[src/rtl/vu_vmu_load_data_queue.sv]
// Vector load data queue: in-order 65-bit element buffer with a count of resident complete vectors.
// Latency: an element enqueued at edge N is visible at the head after edge N; there is no empty bypass.
// Backpressure: enq_rdy = ~full from registered state only; deq_rdy is ignored while the queue is empty.
module vu_vmu_load_data_queue #(
    parameter int DEPTH   = 16,
    parameter int ADDR_SZ = 4
) (
    input  logic               clk,
    input  logic               reset,
    input  logic               enq_val,
    output logic               enq_rdy,
    input  logic [64:0]        enq_bits,
    output logic               deq_val,
    input  logic               deq_rdy,
    output logic [64:0]        deq_bits,
    output logic [ADDR_SZ:0]   count,
    output logic               vec_avail,
    output logic [ADDR_SZ:0]   vec_cnt
);

    localparam logic [ADDR_SZ:0] ONE = (ADDR_SZ+1)'(1);

    logic [64:0]      mem [DEPTH];
    logic [ADDR_SZ:0] head;
    logic [ADDR_SZ:0] tail;
    logic [ADDR_SZ:0] vec_cnt_q;
    logic             empty;
    logic             full;
    logic             enq_fire;
    logic             deq_fire;
    logic             vec_inc;
    logic             vec_dec;

    assign empty = (head == tail);
    // The wrap bit distinguishes full from empty when the index bits match.
    assign full  = (head[ADDR_SZ-1:0] == tail[ADDR_SZ-1:0]) && (head[ADDR_SZ] != tail[ADDR_SZ]);

    assign enq_rdy  = ~full;
    assign deq_val  = ~empty;
    assign deq_bits = mem[head[ADDR_SZ-1:0]];
    assign count    = tail - head;
    assign vec_cnt  = vec_cnt_q;
    assign vec_avail = (vec_cnt_q != '0);

    assign enq_fire = enq_val & enq_rdy;
    assign deq_fire = deq_val & deq_rdy;
    assign vec_inc  = enq_fire & enq_bits[64];
    assign vec_dec  = deq_fire & deq_bits[64];

    always_ff @(posedge clk or posedge reset) begin
        if (reset) begin
            head      <= '0;
            tail      <= '0;
            vec_cnt_q <= '0;
        end else begin
            if (enq_fire) begin
                tail <= tail + ONE;
            end
            if (deq_fire) begin
                head <= head + ONE;
            end
            case ({vec_inc, vec_dec})
                2'b10:   vec_cnt_q <= vec_cnt_q + ONE;
                2'b01:   vec_cnt_q <= vec_cnt_q - ONE;
                default: vec_cnt_q <= vec_cnt_q;
            endcase
        end
    end

    // Storage is deliberately left uncleared on reset; deq_bits is don't-care while empty.
    always_ff @(posedge clk) begin
        if (enq_fire) begin
            mem[tail[ADDR_SZ-1:0]] <= enq_bits;
        end
    end

`ifndef SYNTHESIS
    a_enq_stable: assert property (@(posedge clk) disable iff (reset)
        (enq_val && !enq_rdy) |=> (!enq_val || $stable(enq_bits)))
        else $error("enq_bits changed while enq_val held against enq_rdy=0");

    a_vec_le_count: assert property (@(posedge clk) disable iff (reset)
        vec_cnt_q <= count)
        else $error("vec_cnt exceeds count");
`endif

endmodule
[config.mk]
export PLATFORM = sky130hd
export DESIGN_NAME = vu_vmu_load_data_queue
export DESIGN_NICKNAME = d
export VERILOG_FILES = /design/src/rtl/vu_vmu_load_data_queue.sv
export SDC_FILE = /design/constraint.sdc
export NUM_CORES = 1
export LEC_CHECK = 0
export ABC_AREA = 1
export BUFFER_PORTS_ARGS = -buffer_cell sky130_fd_sc_hd__buf_2
export CELL_PAD_IN_SITES_DETAIL_PLACEMENT = 2
export CELL_PAD_IN_SITES_GLOBAL_PLACEMENT = 2
export CORE_ASPECT_RATIO = 0.7
export CORE_MARGIN = 10
export CORE_UTILIZATION = 46
export DETAILED_ROUTE_END_ITERATION = 6
export HOLD_SLACK_MARGIN = 0.15
export PLACE_DENSITY_LB_ADDON = 0.1
export REMOVE_ABC_BUFFERS = 1
export SYNTH_ARGS = -nofsm -noshare
export SYNTH_HDL_FRONTEND = slang
export SYNTH_SLANG_ARGS = --single-unit
[constraint.sdc]
create_clock -name clk -period 12.12 [get_ports clk]
set_input_delay 1.212 -clock clk [delete_from_list [all_inputs] [get_ports clk]]
set_output_delay 1.212 -clock clk [all_outputs]
set_load 0.05 [all_outputs]
==> metrics.csv <==
metric,value,unit
dr.pass1.iters,5,
clk_pin_slew,0.06,ns
antenna_left,0,
drt_iter0_drc,2718,
cts_buffer_depth,3,
period_share,56.3,%
path_max_fanout,209,
ys_warn_count,0,
register_area,0.0316,mm²
arrival,5.61,ns
grt_overflow,0,
fin_hold_ws,0.582,ns
cts_resized,0,
fp.dieArea,0.105,mm²
ys_ff_latch,1055,
die_w,383,µm
insertion_delay,0.71,ns
final_common_cell,edfxtp_1,
grt_pass1_wl,216,mm
cts_buffers,102,
synth_cell_type_count,24,
crit_type,flip-flop to primary output,
synthCells,3543,
finalSetupViolations,0,
cp.required,10.91,ns
fillers,8785,
synth.area.top_cells,"edfxtp_1, nor2_1, o21ai_0",
slew_headroom,14.2,%
dpl.cell_count,4758,
fin_skew,0.0235,ns
worstSetupStartpointType,flip-flop,
run_status,completed,
worst_ir_drop_vdd,0.000248,V
multi_input_area,0.00967,mm²
hpwl,72.5,mm
finalWeightedCongestion,0.732,
maxCapViolCount,0,
ys_seq_area_share,74.4,%
fmax,147,MHz
pin_count,147,
antenna_found_initial,8,
min_path_type,flip-flop to flip-flop,
grt_max_degree,217,
core_area,0.0918,mm²
avgSynthCellArea,12.0,µm²
drv_slew,0,
cts_tree,yes,
period_minus_slack,6.82,ns
synth_top_area_share,73.5,%
die_y,274,µm
mostFrequentLayoutCells,"edfxtp_1, nor2_1, nand2_1",
viasPerCell,5.79,
numPortBuffers,146,
tightest_slew,1.29,ns
cp-end-kind,primary output,
grt_pass1_vias,32800,
power_density,278,mW/mm²
vias,28600,
clock_sinks,1055,
rsz0062_at_grt,no,
totalWireLength,146,mm
leakage,16.6,nW
finalHoldViolations,0,
nNetsFinal,3711,
route.detailed.drc,0,
initial_utilization,46.3,%
post_cts_buffers,0,
wl_per_cell,29.5,µm
track_usage,27.5,%
cts-root-buf,clkbuf_16,
drive_above_1_share,9.71,%
fin_cells,4948,
h-tree-depth,3,
syn_to_final_growth,12.1,%
cts_hold_buf,0,
num_rows,93,
yosysTopAreaCell,edfxtp_1,
syn_area,0.0425,mm²
## state kept, by name (all words and copies together), names as in the netlist
signal and flops:
head 5, mem 1040, vec_cnt 5, tail 5
## per-layer routing
| metal | global-route usage [%] | wire length [µm] |
|---|---|---|
| met1 | 34.4 | 60500 |
| met3 | 4.29 | 6100 |
| met5 | 0 | 13 |
| met4 | 8.68 | 3640 |
| met2 | 48.8 | 75600 |
## through the flow
stage | power [mW] | instance area [µm²] | util, % | setup WS (ns) | setup TNS (ns)
2_1_floorplan | 8.26 | 41500 | - | -4.96 | -1574.32
3_3_place_gp | 9.50 | 44300 | 48.2 | 6.21 | 0
3_5_place_dp | 9.82 | 44300 | 48.2 | 6.05 | 0
4_1_cts | 13.3 | 47600 | 51.9 | 5.19 | 0
5_1_grt | 13.9 | 47700 | 51.9 | 4.81 | 0
6_report | 13.2 | 47700 | 51.9 | 5.30 | 0
## final timing paths
path,slack [ns],cells past startpoint,end,startpoint
setup / recovery,5.30,12,deq_bits[12],head[0]
min in group asynchronous,0.61,2,tail[2],reset
max in group asynchronous,11.01,2,head[1],reset
hold / removal,0.58,2,head[4],head[4]
setup reg to reg,6.97,8,mem[14][7],head[2]
hold reg to reg,0.58,2,head[4],head[4]
## cell usage after synthesis, drive strengths merged
master,count
dfrtp,15
xor2,10
o211ai,64
edfxtp,1040
o21ai,519
inv,46
xnor2,3
ha,13
buf,112
nand2,450
nor2,983
fa,2
clkinv,38
a21boi,1
nor3,1
clkbuf,96
nand3,147
a21oi,3
## cells by family (layout without fill, tap and decap cells)
kind of cell | after synthesis | count (layout) | share of synthesized area, %
xor+xnor | 13 | 13 | 0.268
buf+inv | 292 | 458 | 3.18
compound gates | 587 | 587 | 7.30
flops | 1055 | 1055 | 74.4
simple gates | 1581 | 1581 | 14.4
other cells | 0 | 4 | 0
fa+ha+maj | 15 | 15 | 0.477
## critical path: stages (launching register included)
cell	delay, ns
dfrtp_4	0.93
buf_12	0.65
buf_4	0.86
buf_4	0.95
nor2_1	0.12
nor2_1	0.15
o21ai_0	0.11
nand2_1	0.12
nand2_1	0.07
nand2_1	0.14
clkinv_1	0.07
nand2_1	0.09
buf_2	0.28
## final cells by class
| type | instances | share of cell area, % |
|---|---|---|
| Tap cell | 1235 | 3.24 |
| Antenna cell | 4 | 0.0210 |
| Inverter | 84 | 0.711 |
| Clock buffer | 122 | 5.60 |
| Timing Repair Buffer | 188 | 2.27 |
| Clock inverter | 64 | 1.52 |
| Multi-Input combinational cell | 2196 | 20.3 |
| Sequential cell | 1055 | 66.3 |
## power breakdown
part	internal, mW	total (mW)	switching [mW]
sequential	4.38	4.60	0.216
clock	1.91	3.39	1.48
combinational	1.17	5.24	4.08
total	7.46	13.2	5.77
Power figures use the tool's default switching activity.
